--- config.mk ---
export PLATFORM = sky130hd
export DESIGN_NAME = pulse_scheduler
export DESIGN_NICKNAME = d
export VERILOG_FILES = /design/src/rtl/pulse_scheduler.sv
export SDC_FILE = /design/constraint.sdc
export NUM_CORES = 1
export LEC_CHECK = 0
export CAP_MARGIN = 10
export CORE_ASPECT_RATIO = 1.5
export CORE_MARGIN = 1
export CORE_UTILIZATION = 40
export DETAILED_ROUTE_END_ITERATION = 10
export HOLD_SLACK_MARGIN = 0.02
export PLACE_DENSITY = 0.6
export SLEW_MARGIN = 20
export SYNTH_ARGS = -nofsm -noshare
export SYNTH_HDL_FRONTEND = slang
export SYNTH_SLANG_ARGS = --single-unit
--- constraint.sdc ---
create_clock -name i_Clk -period 4.8 [get_ports i_Clk]
set_input_delay 1.44 -clock i_Clk [delete_from_list [all_inputs] [get_ports i_Clk]]
set_output_delay 1.44 -clock i_Clk [all_outputs]
set_load 0.05 [all_outputs]
--- src/rtl/pulse_scheduler.sv ---
// -----------------------------------------------------------------------------
// pulse_scheduler
//
// Shares a single strobe line between NUM_REQ requesters. A rising edge on a
// request level is latched as a pending request. Pending requests are served
// round-robin. Each grant produces a strobe that is high for PULSE_CYCLES
// clocks, followed by a forced low hold-off of GAP_CYCLES clocks.
//
// Ports
//   i_Clk       in   1        clock, rising edge
//   i_Rst_n     in   1        asynchronous active-low reset
//   i_Req       in   NUM_REQ  request levels; a 0->1 edge is one request
//   o_Ack       out  NUM_REQ  one-hot, high for the single grant cycle
//   o_Pulse     out  1        shared strobe
//   o_Grant_Id  out  ID_W     requester owning the current or last strobe
//   o_Busy      out  1        high whenever the scheduler is not idle
// -----------------------------------------------------------------------------
module pulse_scheduler #(
    parameter int NUM_REQ      = 4,
    parameter int PULSE_CYCLES = 2,
    parameter int GAP_CYCLES   = 1,
    localparam int ID_W        = $clog2(NUM_REQ)
) (
    input  logic               i_Clk,
    input  logic               i_Rst_n,
    input  logic [NUM_REQ-1:0] i_Req,
    output logic [NUM_REQ-1:0] o_Ack,
    output logic               o_Pulse,
    output logic [ID_W-1:0]    o_Grant_Id,
    output logic               o_Busy
);

    // Counter only ever holds a value below max(PULSE_CYCLES, GAP_CYCLES).
    localparam int CNT_MAX_V = (PULSE_CYCLES > GAP_CYCLES) ?
                               ((PULSE_CYCLES > 2) ? PULSE_CYCLES : 2) :
                               ((GAP_CYCLES   > 2) ? GAP_CYCLES   : 2);
    localparam int CNT_W     = $clog2(CNT_MAX_V);

    localparam logic [CNT_W-1:0] PULSE_LOAD = CNT_W'(PULSE_CYCLES - 1);
    // With no gap configured the load value is never used.
    localparam logic [CNT_W-1:0] GAP_LOAD   = CNT_W'((GAP_CYCLES > 0) ? (GAP_CYCLES - 1) : 0);
    localparam logic [NUM_REQ-1:0] ONE_HOT0 = {{(NUM_REQ-1){1'b0}}, 1'b1};

    typedef enum logic [1:0] {
        ST_IDLE  = 2'b00,
        ST_PULSE = 2'b01,
        ST_GAP   = 2'b10
    } state_t;

    state_t             state_r;
    logic [CNT_W-1:0]   cnt_r;
    logic [ID_W-1:0]    rr_last_r;
    logic [NUM_REQ-1:0] req_q_r;
    logic [NUM_REQ-1:0] pending_r;

    logic [NUM_REQ-1:0] rise_s;
    logic [NUM_REQ-1:0] grant_clr_s;
    logic [ID_W-1:0]    sel_s;
    logic [ID_W-1:0]    idx_s;
    logic               found_s;
    logic               start_s;

    // Rising-edge detect on the request levels.
    always_comb begin
        rise_s = i_Req & ~req_q_r;
    end

    // Round-robin search: first pending index after rr_last, wrapping.
    always_comb begin
        sel_s   = {ID_W{1'b0}};
        idx_s   = {ID_W{1'b0}};
        found_s = 1'b0;
        for (int i = 1; i <= NUM_REQ; i++) begin
            idx_s   = ID_W'((int'(rr_last_r) + i) % NUM_REQ);
            sel_s   = (!found_s && pending_r[idx_s]) ? idx_s : sel_s;
            found_s = found_s | pending_r[idx_s];
        end
    end

    // A grant is issued only from IDLE with something pending.
    always_comb begin
        start_s     = (state_r == ST_IDLE) && (pending_r != {NUM_REQ{1'b0}});
        grant_clr_s = start_s ? (ONE_HOT0 << sel_s) : {NUM_REQ{1'b0}};
    end

    // Edge capture and pending bookkeeping; a fresh edge wins over the grant clear.
    always_ff @(posedge i_Clk or negedge i_Rst_n) begin
        if (!i_Rst_n) begin
            req_q_r   <= {NUM_REQ{1'b0}};
            pending_r <= {NUM_REQ{1'b0}};
        end else begin
            req_q_r   <= i_Req;
            pending_r <= (pending_r & ~grant_clr_s) | rise_s;
        end
    end

    // Strobe FSM with registered outputs.
    always_ff @(posedge i_Clk or negedge i_Rst_n) begin
        if (!i_Rst_n) begin
            state_r    <= ST_IDLE;
            cnt_r      <= {CNT_W{1'b0}};
            rr_last_r  <= ID_W'(NUM_REQ - 1);
            o_Pulse    <= 1'b0;
            o_Ack      <= {NUM_REQ{1'b0}};
            o_Grant_Id <= {ID_W{1'b0}};
            o_Busy     <= 1'b0;
        end else begin
            case (state_r)
                ST_IDLE: begin
                    if (start_s) begin
                        state_r    <= ST_PULSE;
                        cnt_r      <= PULSE_LOAD;
                        rr_last_r  <= sel_s;
                        o_Pulse    <= 1'b1;
                        o_Ack      <= grant_clr_s;
                        o_Grant_Id <= sel_s;
                        o_Busy     <= 1'b1;
                    end else begin
                        o_Pulse <= 1'b0;
                        o_Ack   <= {NUM_REQ{1'b0}};
                        o_Busy  <= 1'b0;
                    end
                end
                ST_PULSE: begin
                    o_Ack <= {NUM_REQ{1'b0}};
                    if (cnt_r == {CNT_W{1'b0}}) begin
                        o_Pulse <= 1'b0;
                        if (GAP_CYCLES == 0) begin
                            state_r <= ST_IDLE;
                            o_Busy  <= 1'b0;
                        end else begin
                            state_r <= ST_GAP;
                            cnt_r   <= GAP_LOAD;
                        end
                    end else begin
                        cnt_r <= cnt_r - CNT_W'(1);
                    end
                end
                ST_GAP: begin
                    o_Ack   <= {NUM_REQ{1'b0}};
                    o_Pulse <= 1'b0;
                    if (cnt_r == {CNT_W{1'b0}}) begin
                        state_r <= ST_IDLE;
                        o_Busy  <= 1'b0;
                    end else begin
                        cnt_r <= cnt_r - CNT_W'(1);
                    end
                end
                default: begin
                    state_r <= ST_IDLE;
                    cnt_r   <= {CNT_W{1'b0}};
                    o_Pulse <= 1'b0;
                    o_Ack   <= {NUM_REQ{1'b0}};
                    o_Busy  <= 1'b0;
                end
            endcase
        end
    end

endmodule
* Yosys cells after proc, flatten, opt, wreduce, memory -nomap -nowiden
Cells that the tools add are included.
Word-level totals: register bits 21, bits in writable memories 0, output and inout bits 8, memory bits (read-only) 0, logic and storage cells 71, latch bits 0, input port bits 6, memories kept 0
Cells by class: bitwise logic cells 8, shift operators 1, $add $sub $neg 5, eq/ne operators 5, reductions and logical operators 13, $mul 0, magnitude comparators 4, divide/modulo/power cells 0, multiplexer cells 26
Operators with widths (count):
- 2-to-1 mux 2 bit | 7
- less-than comparator 2 x 3 -> 1 bit, second input constant | 4
- 2-to-1 mux 4 bit | 3
- bitwise AND 4 bit | 2
- binary-select mux 1 bit (select 2 bit) | 4
- 2-to-1 mux 1 bit | 8
- NOT 4 bit | 2
- != test 2 bit, second input constant | 3
- case mux 2 bit (3 select lines) | 1
- adder 2 x 1 -> 2 bit, second input constant | 2
- adder 2 bit, second input constant | 2
- logical AND 1 bit | 4
- OR 4 bit | 1
- case mux 1 bit (2 select lines) | 2
- AND reduction 2 bit | 2
- nonzero test 4 bit | 1
- left shift 1 x 2 -> 4 bit, first input constant | 1
- zero test 1 bit | 3
- case mux 1 bit (3 select lines) | 1
- AND reduction 3 bit | 1
- equality test 2 x 1 -> 1 bit, second input constant | 1
- equality test 2 bit, second input constant | 1
- zero test 2 bit | 1
- OR 1 bit | 2
- other kinds (3) | 3

* Logic depth before layout (Yosys ltp)
depth in word-level cells 13, gate-level depth with buffers 4, depth with buffers taken out 4

* Worst setup path before layout
OpenSTA, ideal clock, no wires.
path type input to register, from in i_Req[0], to reg pending_r[0], data arrival time 1954 ps, stages on the path 3, path slack 2720 ps, setup time 126 ps, buffers on the path 0, cell sequence nor2b_1 nand2b_1 o32a_1
On the way: cells in the longest elaborated chain, start to end 2
Ends and longest elaborated chain:
- start, declared | RTL line 26 | input logic [NUM_REQ-1:0] i_Req,
- bitwise AND 4 bit | RTL line 65 | rise_s = i_Req & ~req_q_r;
- OR 4 bit | RTL line 93 | pending_r <= (pending_r & ~grant_clr_s) | rise_s;
- end signal, assigned | RTL line 90 | pending_r <= {NUM_REQ{1'b0}};
- end signal, assigned | RTL line 93
- end, declared | RTL line 54 | logic [NUM_REQ-1:0] pending_r;
Every way passes these cells. A chain may end at the register's enable or synchronous reset.

* Worst setup path after layout
from reg o_Busy, to out o_Busy
RTL lines:
- start, declared | RTL line 30 | output logic o_Busy
- start signal, assigned | RTL line 106 | o_Busy <= 1'b0;
- start signal, assigned | RTL line 117 | o_Busy <= 1'b1;
- start signal, assigned | RTL line 121 | o_Busy <= 1'b0;
No word-level cell between the ends.

==> flow_summary.json <==
{
  "slew_headroom_pct": 40.7,
  "grt_pass1_wl_mm": 2.45,
  "swShare_pct": 45.1,
  "muxShareOfSynthArea_pct": 1.20,
  "cts_buffers": 3,
  "grt_pass1_vias": 586,
  "hp-class": "reg2reg",
  "fp.dieW_um": 39.3,
  "synthArstFlopShare_pct": 100,
  "start_kind": "flip-flop",
  "first_pass_iters": 4,
  "htreeDepth": 1,
  "synth_warnings": 0,
  "setup_violations": 0,
  "worst_path_largest_cell_delay_ns": 0.80,
  "n_antenna_cell": 0,
  "clk_pin_slew_ns": 0.11,
  "layout-drive-gt1-share_pct": 6.45,
  "track_usage_pct": 16.0,
  "busiest_layer": "met2",
  "crit_end": "o_Busy",
  "slew_viol_final": 0,
  "die-area_mm2": 0.00227,
  "path_buf_inv": 1,
  "use_met2_pct": 27.6,
  "path_cells": "clkdlybuf4s50_1",
  "worst_slack_ns": 1.89,
  "tns_ns": 0,
  "drt_first_iter_violations": 4,
  "ant_nets": 0,
  "synth_most_common_cell": "dfrtp_1",
  "cp_top_family": "buffers and inverters",
  "max_clock_freq_ghz": 0.344,
  "crit_required_ns": 3.36,
  "dp_slack_ns": 2.21,
  "synth_simple_gate_area_share_pct": 18.8,
  "met3_usage_pct": 3.45,
  "powerDensity_mw_per_mm2": 758,
  "avgViaCountPerCell": 5.25,
  "vias": 598,
  "gp_congestion": 0.776,
  "cp_data_arrival_time_ns": 1.47,
  "finalHoldViolations": 0,
  "p_comb_share_pct": 50.9,
  "end_kind": "output pin",
  "synth_top_family_by_area": "simple AND/OR/NAND/NOR gates",
  "yosysSeqAreaShare_pct": 63.4,
  "synth_edf_count": 0,
  "antenna_found_initial": 0,
  "final_nets": 100,
  "rr_worst_depth": 4,
  "worstSetupPathType": "reg2out",
  "core-area_mm2": 0.00190,
  "synthCells": 76,
  "synth_compound_area_share_pct": 14.4,
  "met1_usage_pct": 17.1,
  "io_buffers": 13,
  "p_sw_uw": 347,
  "postCtsSetupRepairBufs": 0,
  "drc_errors": 0,
  "worst_pin_slew_ns": 0.886,
  "cts_max_path_buffers": 2,
  "drt_wl_total_mm": 1.51,
  "status": "complete, no violations",
  "slowest_stage": "clkdlybuf4s50_1",
  "p_int_uw": 423,
  "area_delta_synth_final_pct": 21.9,
  "final_cells": 114,
  "hold_buffers": 0,
  "synth_top_cell_by_area": "dfrtp_1",
  "cp_max_fo": 2,
  "p_clk_share_pct": 10.8,
  "final.min_clock_period_ns": 2.91,
  "die_y_um": 57.9,
  "synth.area.top_cells": "dfrtp_1 57%, dfstp_2 6.3%, nand2_1 4.1%, nor2_1 3.6%, a21oi_1 3.0%",
  "cts_tree": "built",
  "synth_cell_types": 24,
  "dp_cells": 110,
  "syn_area_per_cell_um2": 11.0,
  "place_hpwl_mm": 1.14,
  "syn_nets": 82,
  "nFillCells": 178,
  "r2r_slack_ns": 3.06,
  "synth_commonest_cells": "19 x dfrtp_1, 9 x nand2_1, 8 x nor2_1",
  "ys_ff_latch": 21,
  "crit_start": "o_Busy",
  "rsz0062_at_grt": "no",
  "rows": 19,
  "finalClockSkew_ns": 0.00880,
  "synth_top_area_share_pct": 57.1,
  "cts.repair.resized": 0,
  "maxCapViolations": 0,
  "cp.depth": 1,
  "r2r_end": "pending_r[0]",
  "synthXorXnorAreaFrac_pct": 0,
  "yosys.area_share.adder_pct": 0,
  "syn_area_um2": 833,
  "clk_latency_ns": 0.31,
  "wl_per_cell_um": 13.3,
  "clockRootBuffer": "clkbuf_4",
  "peakVddDrop_mv": 0.400,
  "start_util_pct": 43.8,
  "ys_dominant_reg_cell": "dfrtp_1",
  "seqPwrFrac_pct": 38.2,
  "reg2reg_from": "rr_last_r[1]",
  "grt-ovfl-total": 0,
  "power.leakage_nw": 0.465,
  "grt_max_degree": 22,
  "clkSinkCount": 21,
  "fin_crit_sh_pct": 60.6,
  "ios": 14
}
-- stage by stage --
stage               power (mW)  hold WS (ns)  cell area, um^2  utilization [%]
finish                   0.770         0.489             1020             53.4
global route             0.820         0.532             1020             53.4
CTS                      0.778         0.492             1020             53.4
detailed placement       0.696         0.467              990             52.0
global placement         0.683         0.463              990             52.0
floorplan                0.571         0.453              833                -
-- layer usage --
layer  part of all wire, %  vias to the layer above
li1                      -                      296
met1                    41                      286
met2                    53                       11
met3                   3.5                        5
met4                   2.4                        0
met5                     0                        -
-- cell usage in the layout, fill, tap and decap left out, drive strengths merged --
master          n
nand3           1
dfrtp          19
o221ai          1
nor3            3
o21a            1
a21o            2
dfstp           2
nand2b          1
a21oi           5
clkbuf          4
o21ai           5
nor2b           4
o32a            2
and2b           1
nor2            8
and3b           1
clkdlybuf4s50  13
a221o           1
nand2           9
or2             1
nor3b           1
inv             5
a2bb2oi         1
mux2i           1
or3             1
-- flip-flops by register name, summed over array words and instances, names as in the netlist --
name and flops:
rr_last_r 2, o_Ack 4, o_Pulse 1, pending_r 4
cnt_r 1, state_r 2, req_q_r 4, o_Grant_Id 2
o_Busy 1
-- layout make-up --
| type | count | area [um^2] | share of cell area [%] |
|---|---|---|---|
| sequential | 21 | 528 | 52.0 |
| clock buffer | 4 | 26.3 | 2.59 |
| multi-input combinational | 50 | 287 | 28.2 |
| timing repair buffer | 13 | 130 | 12.8 |
| inverter | 5 | 18.8 | 1.85 |
| tap | 21 | 26.3 | 2.59 |
-- cells by family (layout without fill, tap and decap cells) --
group,count (synthesis),after routing
AOI/OAI and AO/OA,18,18
and+or+nand+nor,31,31
DFF,21,21
buffers and inverters,5,22
muxes,1,1
-- power by group through the flow --
stage	Clock [mW]	Sequential (mW)	Combinational [mW]
after CTS	0.0851	0.295	0.397
after detailed placement	0	0.299	0.397
after floorplan	0	0.396	0.174
after global routing	0.0905	0.305	0.425
after global placement	0	0.295	0.388
final	0.0834	0.294	0.392
-- worst min-delay path by stage --
stage / startpoint / to / slack, ns / depth (start not counted)
global route: req_q_r[3] / pending_r[3] / 0.53 / 1
CTS: o_Grant_Id[1] / o_Grant_Id[1] / 0.49 / 2
floorplan: req_q_r[3] / pending_r[3] / 0.45 / 1
detailed placement: o_Grant_Id[1] / o_Grant_Id[1] / 0.47 / 2
global placement: o_Grant_Id[1] / o_Grant_Id[1] / 0.46 / 2
finish: o_Grant_Id[1] / o_Grant_Id[1] / 0.49 / 2
Note: power is estimated with default switching activity, not from simulation.
